$ cat src/rtl/conv_pkg.sv
// Shared definitions for the convolution front-end.
// Holds the default geometry of the image/kernel, the pixel word width
// and the state encoding of the pixel streamer FSM so that every block
// of the convolution path agrees on them.
package conv_pkg;

  // Pixel words are signed Q8.8.
  localparam int DATA_WIDTH_DEF  = 16;
  // Edge of the square convolution window.
  localparam int KERNEL_SIZE_DEF = 5;
  // Edge of the square input image.
  localparam int IMAGE_SIZE_DEF  = 28;
  // Frame-buffer address width, enough for IMAGE_SIZE**2 raster addresses.
  localparam int ADDR_W_DEF      = $clog2(IMAGE_SIZE_DEF * IMAGE_SIZE_DEF);

  // Frame sequencing states of the pixel streamer.
  typedef enum logic [1:0] {
    ST_IDLE  = 2'd0,
    ST_FETCH = 2'd1,
    ST_FLUSH = 2'd2,
    ST_DONE  = 2'd3
  } stream_state_t;

endpackage

$ cat src/rtl/pixel_skid_buf.sv
// Output register plus one-entry skid register for the pixel stream.
// A word arriving while the consumer is stalled is parked in the skid
// register and is always emitted before any newer word.
// Ports:
//   clk, reset      - clock, asynchronous active-low reset
//   in_data         - incoming word (pixel plus sideband bits)
//   in_valid        - in_data is valid this cycle
//   stall           - consumer backpressure, high = do not emit
//   out_data        - emitted word; holds the last emitted word when write=0
//   write           - out_data is being emitted this cycle
module pixel_skid_buf #(
  parameter int WIDTH = 17
) (
  input  logic             clk,
  input  logic             reset,
  input  logic [WIDTH-1:0] in_data,
  input  logic             in_valid,
  input  logic             stall,
  output logic [WIDTH-1:0] out_data,
  output logic             write
);

  logic [WIDTH-1:0] head_data;
  logic             head_valid;
  logic [WIDTH-1:0] skid_data;
  logic             skid_valid;
  logic [WIDTH-1:0] held_data;
  logic             head_free;

  // The head word is offered every cycle but only counts as emitted when
  // the consumer is not stalling, so write drops in the same cycle as stall.
  assign write     = head_valid & ~stall;
  assign head_free = ~head_valid | ~stall;

  // Between emissions the output shows the previously emitted word rather
  // than whatever is waiting in the head register.
  assign out_data  = write ? head_data : held_data;

  // Head refills from the skid register first to keep ordering; a new
  // arrival while the head is blocked goes into the skid register. The
  // upstream fetcher never issues during stall, so the skid register is
  // always empty when such an arrival happens.
  always_ff @(posedge clk or negedge reset) begin
    if (!reset) begin
      head_data  <= '0;
      head_valid <= 1'b0;
      skid_data  <= '0;
      skid_valid <= 1'b0;
      held_data  <= '0;
    end else begin
      if (write) begin
        held_data <= head_data;
      end
      if (head_free) begin
        if (skid_valid) begin
          head_data  <= skid_data;
          head_valid <= 1'b1;
          skid_valid <= in_valid;
          if (in_valid) begin
            skid_data <= in_data;
          end
        end else begin
          head_valid <= in_valid;
          if (in_valid) begin
            head_data <= in_data;
          end
        end
      end else if (in_valid) begin
        skid_data  <= in_data;
        skid_valid <= 1'b1;
      end
    end
  end

endmodule

$ cat src/rtl/pixel_streamer.sv
// Streams one IMAGE_SIZE x IMAGE_SIZE frame out of a frame buffer in raster
// order towards the line-buffer registers, flagging each pixel that
// completes a full KERNEL_SIZE x KERNEL_SIZE window.
// Ports:
//   clk, reset      - clock, asynchronous active-low reset
//   start           - frame request, only honoured while idle
//   stall           - downstream backpressure, high = do not emit
//   mem_rd_en       - frame-buffer read strobe
//   mem_addr        - raster read address row*IMAGE_SIZE+col
//   mem_rd_data     - read data, valid one cycle after mem_rd_en
//   write           - pixel_output strobe
//   pixel_output    - emitted pixel, unmodified frame-buffer data
//   window_valid    - emitted pixel completes a full window
//   busy            - frame in progress
//   done            - one-cycle end-of-frame pulse
module pixel_streamer
  import conv_pkg::*;
#(
  parameter int DATA_WIDTH  = DATA_WIDTH_DEF,
  parameter int KERNEL_SIZE = KERNEL_SIZE_DEF,
  parameter int IMAGE_SIZE  = IMAGE_SIZE_DEF,
  parameter int ADDR_W      = $clog2(IMAGE_SIZE * IMAGE_SIZE)
) (
  input  logic                  clk,
  input  logic                  reset,
  input  logic                  start,
  input  logic                  stall,
  output logic                  mem_rd_en,
  output logic [ADDR_W-1:0]     mem_addr,
  input  logic [DATA_WIDTH-1:0] mem_rd_data,
  output logic                  write,
  output logic [DATA_WIDTH-1:0] pixel_output,
  output logic                  window_valid,
  output logic                  busy,
  output logic                  done
);

  localparam int                ROW_W     = (IMAGE_SIZE > 1) ? $clog2(IMAGE_SIZE) : 1;
  localparam logic [ROW_W-1:0]  LAST_COL  = ROW_W'(IMAGE_SIZE - 1);
  localparam logic [ROW_W-1:0]  WIN_START = ROW_W'(KERNEL_SIZE - 1);
  localparam logic [ADDR_W-1:0] LAST_ADDR = ADDR_W'(IMAGE_SIZE * IMAGE_SIZE - 1);

  stream_state_t         state_q;
  stream_state_t         state_d;
  logic                  clear_cnt;
  logic [ROW_W-1:0]      row_q;
  logic [ROW_W-1:0]      col_q;
  logic [ADDR_W-1:0]     addr_q;
  logic                  win_issue;
  logic                  rd_valid_q;
  logic                  rd_win_q;
  // Pixels read but not yet emitted: one in flight, head, skid.
  logic [2:0]            outstanding_q;
  logic [DATA_WIDTH:0]   skid_in;
  logic [DATA_WIDTH:0]   skid_out;

  assign mem_addr  = addr_q;
  assign busy      = (state_q != ST_IDLE);
  assign done      = (state_q == ST_DONE);
  assign win_issue = (row_q >= WIN_START) && (col_q >= WIN_START);

  // State register.
  always_ff @(posedge clk or negedge reset) begin
    if (!reset) begin
      state_q <= ST_IDLE;
    end else begin
      state_q <= state_d;
    end
  end

  // Next state and read strobe. The flush finishes in the cycle the last
  // outstanding pixel is emitted so done follows the final write directly.
  always_comb begin
    state_d   = state_q;
    mem_rd_en = 1'b0;
    clear_cnt = 1'b0;
    case (state_q)
      ST_IDLE: begin
        if (start) begin
          clear_cnt = 1'b1;
          state_d   = ST_FETCH;
        end
      end
      ST_FETCH: begin
        if (!stall) begin
          mem_rd_en = 1'b1;
          if (addr_q == LAST_ADDR) begin
            state_d = ST_FLUSH;
          end
        end
      end
      ST_FLUSH: begin
        if ((outstanding_q == 3'd0) || ((outstanding_q == 3'd1) && write)) begin
          state_d = ST_DONE;
        end
      end
      ST_DONE: begin
        state_d = ST_IDLE;
      end
      default: begin
        state_d = ST_IDLE;
      end
    endcase
  end

  // Raster counters. The linear address is kept alongside row/col so no
  // multiplier is needed; the counters stop on the last pixel.
  always_ff @(posedge clk or negedge reset) begin
    if (!reset) begin
      row_q  <= '0;
      col_q  <= '0;
      addr_q <= '0;
    end else if (clear_cnt) begin
      row_q  <= '0;
      col_q  <= '0;
      addr_q <= '0;
    end else if (mem_rd_en && (addr_q != LAST_ADDR)) begin
      addr_q <= addr_q + ADDR_W'(1);
      if (col_q == LAST_COL) begin
        col_q <= '0;
        row_q <= row_q + ROW_W'(1);
      end else begin
        col_q <= col_q + ROW_W'(1);
      end
    end
  end

  // Tracks the read in flight so its window flag lines up with the data
  // that comes back one cycle later, and counts pixels not yet emitted.
  always_ff @(posedge clk or negedge reset) begin
    if (!reset) begin
      rd_valid_q    <= 1'b0;
      rd_win_q      <= 1'b0;
      outstanding_q <= 3'd0;
    end else begin
      rd_valid_q <= mem_rd_en;
      rd_win_q   <= win_issue;
      case ({mem_rd_en, write})
        2'b10:   outstanding_q <= outstanding_q + 3'd1;
        2'b01:   outstanding_q <= outstanding_q - 3'd1;
        default: outstanding_q <= outstanding_q;
      endcase
    end
  end

  // The window flag travels with the pixel through the skid/output pair.
  assign skid_in = {rd_win_q, mem_rd_data};

  pixel_skid_buf #(
    .WIDTH (DATA_WIDTH + 1)
  ) u_skid (
    .clk      (clk),
    .reset    (reset),
    .in_data  (skid_in),
    .in_valid (rd_valid_q),
    .stall    (stall),
    .out_data (skid_out),
    .write    (write)
  );

  assign pixel_output = skid_out[DATA_WIDTH-1:0];
  assign window_valid = write & skid_out[DATA_WIDTH];

endmodule

$ cat config.mk
export PLATFORM = sky130hd
export DESIGN_NAME = pixel_streamer
export DESIGN_NICKNAME = d
export VERILOG_FILES = /design/src/rtl/conv_pkg.sv /design/src/rtl/pixel_skid_buf.sv /design/src/rtl/pixel_streamer.sv
export SDC_FILE = /design/constraint.sdc
export NUM_CORES = 1
export LEC_CHECK = 0
export CAP_MARGIN = 25
export CORE_MARGIN = 2
export CORE_UTILIZATION = 27
export DETAILED_ROUTE_END_ITERATION = 8
export PLACE_DENSITY = 0.49
export SKIP_CTS_REPAIR_TIMING = 1
export SLEW_MARGIN = 20
export SYNTH_ARGS = -nofsm -noshare
export SYNTH_HDL_FRONTEND = slang
export SYNTH_HIERARCHICAL = 1
export SYNTH_SLANG_ARGS = --single-unit
$ cat constraint.sdc
create_clock -name clk -period 3.2 [get_ports clk]
set_input_delay 0.64 -clock clk [delete_from_list [all_inputs] [get_ports clk]]
set_output_delay 0.64 -clock clk [all_outputs]
set_load 0.01 [all_outputs]
==> results.yml <==
run_status:
  status: "completed"
global_routing:
  grt_pass1_wl_um: 12300
  antenna_found_initial: 0
  grt_pass1_vias: 2470
  grt-ovfl-total: 0
  track_usage_pct: 10.6
  grt_start_max_net_pins: 44
synth:
  synth_top_cell_area_share_pct: 52.8
  synth_flop_cell: "dfrtp_1"
  synth_nets: 346
  ys_seq_elements: 80
  synth_compound_gate_area_share_pct: 8.55
  synth_seq_area_share_pct: 52.8
  muxShareOfSynthArea_pct: 16.4
  synth_edf_count: 0
  synth_area_leader_cell: "dfrtp_1"
  syn_avg_cell_area_um2: 12.2
  async_reset_ff_share_pct: 100
  synth-adder-area-share_pct: 4.88
  ys_top_cells_by_area: "dfrtp_1, mux2_2, mux2i_1"
  synth_top_family_by_area: "multiplexers"
  yosysWarnings: 6
  synth.distinct_cells: 44
  yosysMostFrequentCell: "dfrtp_1"
  syn_inst: 312
  yosys.area_share.simple_pct: 11.1
  synth_xor_area_share_pct: 1.85
  synth_common_cells: "dfrtp_1, nand2_1, mux2_2"
  syn_area_mm2: 0.00379
cts:
  tritoncts: "done"
  clk-insertion-delay-late_ns: 0.34
  root_buffer: "clkbuf_16"
  cts.clk_slew.worst_paths_ns: 0.06
  cts_buffer_depth: 2
  htreeDepth: 3
  cts_sinks: 80
  cts_buffers: 9
timing:
  fmax_mhz: 339
  tns_ns: 0
  tightestPinTransition_ns: 0.810
  min_period_ns: 2.95
  finalHoldViolCount: 0
  slew-limit-headroom_pct: 46.0
  setup_viol_count_final: 0
  rsz0062_at_grt: "no"
  drv_slew: 0
  setup_slack_ns: 0.250
  finClkSkew_ns: 0.00595
  min_period_over_period_pct: 92.2
floorplanning:
  die_h_um: 122
  start_util_pct: 27.5
  dieArea_mm2: 0.0150
  num_rows: 43
  design.core.area_mm2: 0.0138
  die_x_um: 122
  io_pins: 51
drt:
  drt_iter0_markers: 125
  wire_per_inst_um: 13.4
  via_per_inst: 4.49
  vias: 2480
  drt_wl_total_um: 7380
  drc: 0
  ant_nets: 0
  first_pass_iters: 4
setup_path:
  worstPathArrival_ns: 2.31
  cp-startpoint: "stall"
  slowest_delay_ns: 0.48
  cp.required_ns: 2.56
  start_kind: "primary input"
  rrSetupSlack_ns: 1.10
  reg2reg_to: "col_q[4]$_DFFE_PN0P_"
  criticalPathCategory: "primary input to primary output"
  slowest_stage: "clkdlybuf4s50_1"
  crit_chain: "clkdlybuf4s50_1, nand2b_1, buf_12, mux2_2, clkdlybuf4s50_1"
  crit_family: "buffers and inverters"
  cp.depth: 5
  crit_top_cell: "clkdlybuf4s50_1"
  reg2regPathDepth: 8
  cp-end-kind: "primary output"
  path_max_fanout: 17
  r2r_start: "state_q[1]$_DFFE_PN0P_"
  cp-endpoint: "pixel_output[8]"
  timing.critical_path.buf_inv: 3
power_and_ir_drop:
  power_density_mw_per_mm2: 675
  leakage_uw: 0.00205
  ir_drop_mv: 0.321
layout:
  syn_to_final_growth_pct: 25.9
  fin_cells: 552
  multiInputGateArea_mm2: 0.00163
  antenna_cells: 0
  final_nets: 401
  final_util_pct: 34.6
  seqCellArea_mm2: 0.00200
  fillerInstances: 1381
  drive_gt1_share_pct: 21.0
placed_design:
  place_inst: 535
  place_congestion: 0.743
  dpl.hpwl_um: 4910
  portBuffers: 50
  place_ws_ns: 0.230
run:
  cap_violations: 0
hold_path:
  hold_path_class: "primary input to async pin"
-- worst reg2reg max path, delay by kind of cell, from the launching register on --
kind                       cells  cell delay, ns
AOI/OAI and AO/OA              2            0.28
adders and majority gates      1            0.18
buffers and inverters          3            0.43
DFF                            1            0.41
and+or+nand+nor                2            0.72
-- kinds of logic (layout without fill, tap and decap cells) --
kind of cell               Yosys count  in the layout
AOI/OAI and AO/OA                   49             49
DFF                                 80             80
and+or+nand+nor                     79             79
xor gates and xnor gates             8              8
adders and majority gates           15             15
muxes                               54             54
buffers and inverters               27             87
-- stage by stage --
step	hold slack (ns)	total power (uW)	area (um2)
after floorplan	0.344	1930	3790
after global placement	0.463	2260	4450
after detailed placement	0.457	2290	4480
after CTS	0.282	3280	4760
after global routing	0.310	3440	4770
final	0.273	3220	4770
-- state kept, by name (all words and copies together) (netlist names) --
signal,count
outstanding_q,3
u_skid/skid_valid,1
rd_valid_q,1
u_skid/head_data,17
mem_addr,10
u_skid/skid_data,17
u_skid/held_data,17
state_q,2
row_q,5
col_q,5
rd_win_q,1
u_skid/head_valid,1
-- placed cells by master, fill, tap and decap left out, types with 4 or more instances in the layout --
master	Yosys	layout
a21oi_1	9	9
a21oi_2	4	4
buf_4	0	5
clkbuf_16	0	9
clkdlybuf4s50_1	0	49
dfrtp_1	80	80
ha_1	14	14
inv_1	13	13
mux2_2	25	25
mux2_4	10	10
mux2i_1	19	19
nand2_1	29	29
nand3_1	5	5
nor2_1	10	10
nor3_1	6	6
o21ai_0	22	22
o31ai_1	5	5
or3_2	5	5
or4_1	4	4
xnor2_1	4	4
xor2_1	4	4
-- worst min-delay path by stage --
stage / startpoint / endpoint / slack [ns] / depth (start not counted)
finish: reset / u_skid/held_data[6]$_DFF_PN0_ / 0.27 / 1
global route: reset / u_skid/skid_data[4]$_DFFE_PN0P_ / 0.31 / 1
global placement: u_skid/head_data[9]$_DFFE_PN0P_ / u_skid/head_data[9]$_DFFE_PN0P_ / 0.46 / 2
floorplan: reset / col_q[0]$_DFFE_PN0P_ / 0.34 / 0
detailed placement: outstanding_q[2]$_DFFE_PN0P_ / outstanding_q[2]$_DFFE_PN0P_ / 0.46 / 1
CTS: reset / u_skid/skid_data[4]$_DFFE_PN0P_ / 0.28 / 1
-- cell type report --
class,count,share of cell area (%)
inverter,14,1.10
clock buffer,12,5.17
clock inverter,4,0.603
multi-input combinational,205,34.1
tap,180,4.72
timing repair buffer,57,12.4
sequential,80,42.0
-- report_power, final --
group	switching [uW]	internal [uW]	total (uW)	leakage [uW]
registers	169	1250	1420	0.000993
clock network	410	549	958	0.000129
logic	366	479	845	0.000932
total	944	2280	3220	0.00205
-- layer usage --
| layer | vias up | share of wire [%] | routed length (um) | GRT usage (%) |
|---|---|---|---|---|
| met5 | - | 0 | 0 | 0 |
| met4 | 0 | 1.5 | 112 | 3.66 |
| met3 | 7 | 4.9 | 363 | 3.76 |
| met2 | 44 | 47 | 3480 | 16.3 |
| met1 | 1220 | 46 | 3430 | 13.9 |
| li1 | 1209 | - | - | - |
Power figures use the tool's default switching activity.
==> RTL change 1: new RTL, config.mk and constraints unchanged <==
Re-encode `stream_state_t` (4 states) as one-hot, 4 bits wide.
--- a/src/rtl/conv_pkg.sv
+++ b/src/rtl/conv_pkg.sv
@@ -16,7 +16,7 @@
   // Frame sequencing states of the pixel streamer.
-  typedef enum logic [1:0] {
-    ST_IDLE  = 2'd0,
-    ST_FETCH = 2'd1,
-    ST_FLUSH = 2'd2,
-    ST_DONE  = 2'd3
+  typedef enum logic [3:0] {
+    ST_IDLE  = 4'b0001,
+    ST_FETCH = 4'b0010,
+    ST_FLUSH = 4'b0100,
+    ST_DONE  = 4'b1000
   } stream_state_t;
Behaviour: same outputs for any inputs over 10 cycles, from zero or initial values and one cycle with reset low; not proved beyond that.
==> RTL change 1 against the unedited design <==
Power is 14% higher. Synthesized area is 0.92% higher. Routed wire length is 12% higher. Sequential power is 11% higher. Synthesized cell count is 1.9% higher. Final area is 1.9% higher. Worst hold slack better by 0.85 ps. Setup slack worse by 99 ps. Sequential cell count is 2 higher. Clock power is 4.0% higher. Via count is 5.2% higher. Utilization is 0.37 points higher.
==> RTL change 1: results (changes against the unedited design) <==
* DR iter-0 viols at 116 (-7.2%)
* Gp weighted congestion at 0.7438 (+0.15%)
* Vias in the first global route at 2764 (+12%)
* Int Power at 2579 µW (+13%)
* Final Power at 3658 µW (+14%)
* Reg2reg path depth at 5 (-3)
* # nets final at 408 (+1.7%)
* Worst vdd ir at 0.2689 mV (-16%)
* RR Startpoint: mem_addr[0]
* Invs w/o clock at 13 (-1)
* Clk sink count at 82 (+2.5%)
* Worst Tran Pin Value at 646.9 ps (-163.6 ps)
* Clk pwr share at 27.2% (-2.5 points)
* Synth top cells by count: dfrtp_1, o21ai_0, nand2_1
* Largest net degree at the start of global routing at 83 (+89%)
* Cell variety after synth at 49 (+11%)
* First-pass GRT wire length at 13930 µm (+13%)
* Skew final at 8.685 ps (+2.732 ps)
* Total track usage at 12.11% (+1.5 points)
* Sequential Area at 2053 µm² (+2.6%)
* Leak at 0.002104 µW (+2.4%)
* Seq power at 1570 µW (+11%)
* Multi-In Gates at 211 (+2.9%)
* Status: completed
* # fillers at 1397 (+1.2%)
==> RTL change 1: stage by stage <==
stage	cell area, µm²	cells
floorplan	3826	318
global placement	4571	547
detailed placement	4571	547
CTS	4861	563
global route	4861	563
finish	4861	563
==> RTL change 1: logic make-up after synthesis <==
family                     synth area share [%]
adders and majority gates                 3.532
buffers and inverters                     3.695
DFF                                       53.66
xor gates and xnor gates                  1.373
muxes                                     16.48
and+or+nand+nor                           13.15
AOI/OAI and AO/OA                         8.110
==> RTL change 1: how the worst max path moves through the flow <==
stage                             endpoint  slack, ps  cells after the start
after detailed placement  pixel_output[14]        130                      5
final                     pixel_output[14]        150                      5
after global routing       pixel_output[3]         70                      5
after global placement     pixel_output[0]        150                      5
after floorplan           pixel_output[10]       1140                      4
after CTS                 pixel_output[14]        130                      5
==> RTL change 1: metal layers <==
layer	share of wire [%]	wire (µm)	global-route usage, %
met5	0	0	0
met4	1.3	110	4.119
met3	4.6	381	4.474
met1	45	3733	14.83
met2	49	4045	19.68
==> RTL change 2: new RTL, config.mk and constraints unchanged <==
Without the edit above. Set the package constant `IMAGE_SIZE_DEF` to 56 (it was 28).
--- a/src/rtl/conv_pkg.sv
+++ b/src/rtl/conv_pkg.sv
@@ -11,3 +11,3 @@
   // Edge of the square input image.
-  localparam int IMAGE_SIZE_DEF  = 28;
+  localparam int IMAGE_SIZE_DEF  = 56;
   // Frame-buffer address width, enough for IMAGE_SIZE**2 raster addresses.
Ports: changed (resized mem_addr); port bits go from 51 to 53. The function was not compared with the original's and may differ.
==> RTL change 2 against the unedited design <==
Clock skew increased by 2.3 ps. Non-clock buffer count increased by 12. Power increased by 5.5%. Routed wire length increased by 23%. Critical path depth unchanged. First-iteration DRC count increased by 18%. Count of clock-buffer cells in the layout decreased by 2. Synthesized area increased by 10%. Final area increased by 10%. Worst hold slack improved by 23 ps. Sequential cell count increased by 4. Setup slack got worse by 130 ps. Largest cell class unchanged.
==> RTL change 2: results (changes against the unedited design) <==
* Dpl cells at 589 (+10%)
* Post-Route WL at 9077 µm (+23%)
* DR iter-0 viols at 148 (+18%)
* Slowest-stage cell, CP: clkdlybuf4s50_1
* Num CTS Buffers at 9 (unchanged)
* Worst vdd ir at 0.3172 mV (-1.1%)
* FF-to-FF setup slack at 960 ps (-140 ps)
* Leak at 0.002242 µW (+9.2%)
* CP Max Fanout at 10 (-7)
* Area occupied by multi-input gates at 1878 µm² (+15%)
* Reg2reg path depth at 6 (-2)
* Buffering overhead at 12.65% (+0.27 points)
* # clk buffers at 10 (-2)
* DR vias at 2862 (+15%)
* CP top delay family: buffers and inverters
* Multi-In Gates at 236 (+15%)
* Worst Tran Pin Value at 596.4 ps (-214.0 ps)
* Gp weighted congestion at 0.6859 (-7.6%)
* Metal2 WL at 4238 µm (+22%)
* Detail Placement HPWL at 6134 µm (+25%)
* Routing usage on met3 at 4.158% (+0.39 points)
* Invs w/o clock at 13 (-1)
* Skew final at 8.277 ps (+2.325 ps)
* Cell variety after synth at 56 (+27%)
* #FFs+latches synth at 84 (+5.0%)
* Mapped Nets at 386 (+12%)
* Clock Tree Buf Depth at 2 (unchanged)
* PortBufs at 52 (+4.0%)
* Vias in the first global route at 2955 (+20%)
* # fillers at 1521 (+10%)
* Wire length on met1 at 4337 µm (+27%)
* Hold WS at 295.7 ps (+22.98 ps)
* Largest net degree at the start of global routing at 45 (+2.3%)
* RR Startpoint: mem_addr[0]
* Layout cells sized above 1 at 24.40% (+3.4 points)
* R2R Path End: row_q[5]
* Met3 wire length at 411 µm (+13%)
* Non-Filler Instances at 606 (+9.8%)
* Synth warn at 6 (unchanged)
* Data arrival, critical path at 2440 ps (+130 ps)
* Synth top cells by count: dfrtp_1, nand2_1, mux2_2
* Status: completed
* Root buffer cell: clkbuf_16
* Biggest regs: u_skid/head_data (17), u_skid/held_data (17), u_skid/skid_data (17)
* # Max-Cap Violations at 0 (unchanged)
* Avg Synthesized Cell Area at 11.88 µm² (-2.2%)
* Largest cells by area after synthesis: dfrtp_1, mux2_2, mux2i_1
* Seq/total area at 39.93% (-2.0 points)
* Clock buf/inv share at 6.347% (+0.58 points)
* Total track usage at 11.57% (+0.96 points)
* Met2 Usage GRT at 18.80% (+2.5 points)
* Diodes inserted at 0 (unchanged)
* # nets final at 447 (+11%)
* Met1 Use GR at 14.61% (+0.75 points)
* First-pass GRT wire length at 14890 µm (+21%)
* Sequential area share after synthesis at 50.27% (-2.5 points)
* Bufs w/o clock at 69 (+21%)
## RTL change 2: cells by family after synthesis
family          synth area share, %
compound gates                11.10
xor+xnor                      1.047
fa+ha+maj                     4.429
buf+inv                       4.967
flops                         50.27
mux                           15.11
simple gates                  13.08
## RTL change 2: worst max path at each step
stage                     start                to  cells past startpoint  slack [ps]
after detailed placement  stall  pixel_output[13]                      5          90
after CTS                 stall  pixel_output[11]                      5          90
after floorplan           stall          row_q[4]                      6        1030
after global placement    stall   pixel_output[5]                      5         110
final                     stall   pixel_output[9]                      5         120
after global routing      stall   pixel_output[3]                      5          40
## RTL change 2: through the flow
stage,setup slack (ps),util (%),area [µm²]
floorplan,1030,-,4182
global placement,110.3,32.45,4915
detailed placement,88.47,32.45,4915
CTS,91.53,34.66,5249
global route,35.92,34.75,5264
finish,119.8,34.75,5264
## RTL change 2: report_power, final
group          switching, µW  internal (µW)  total, µW
Combinational            340            449        789
Clock                    449            713       1160
Sequential               162           1290       1450
Total                    952           2450       3400
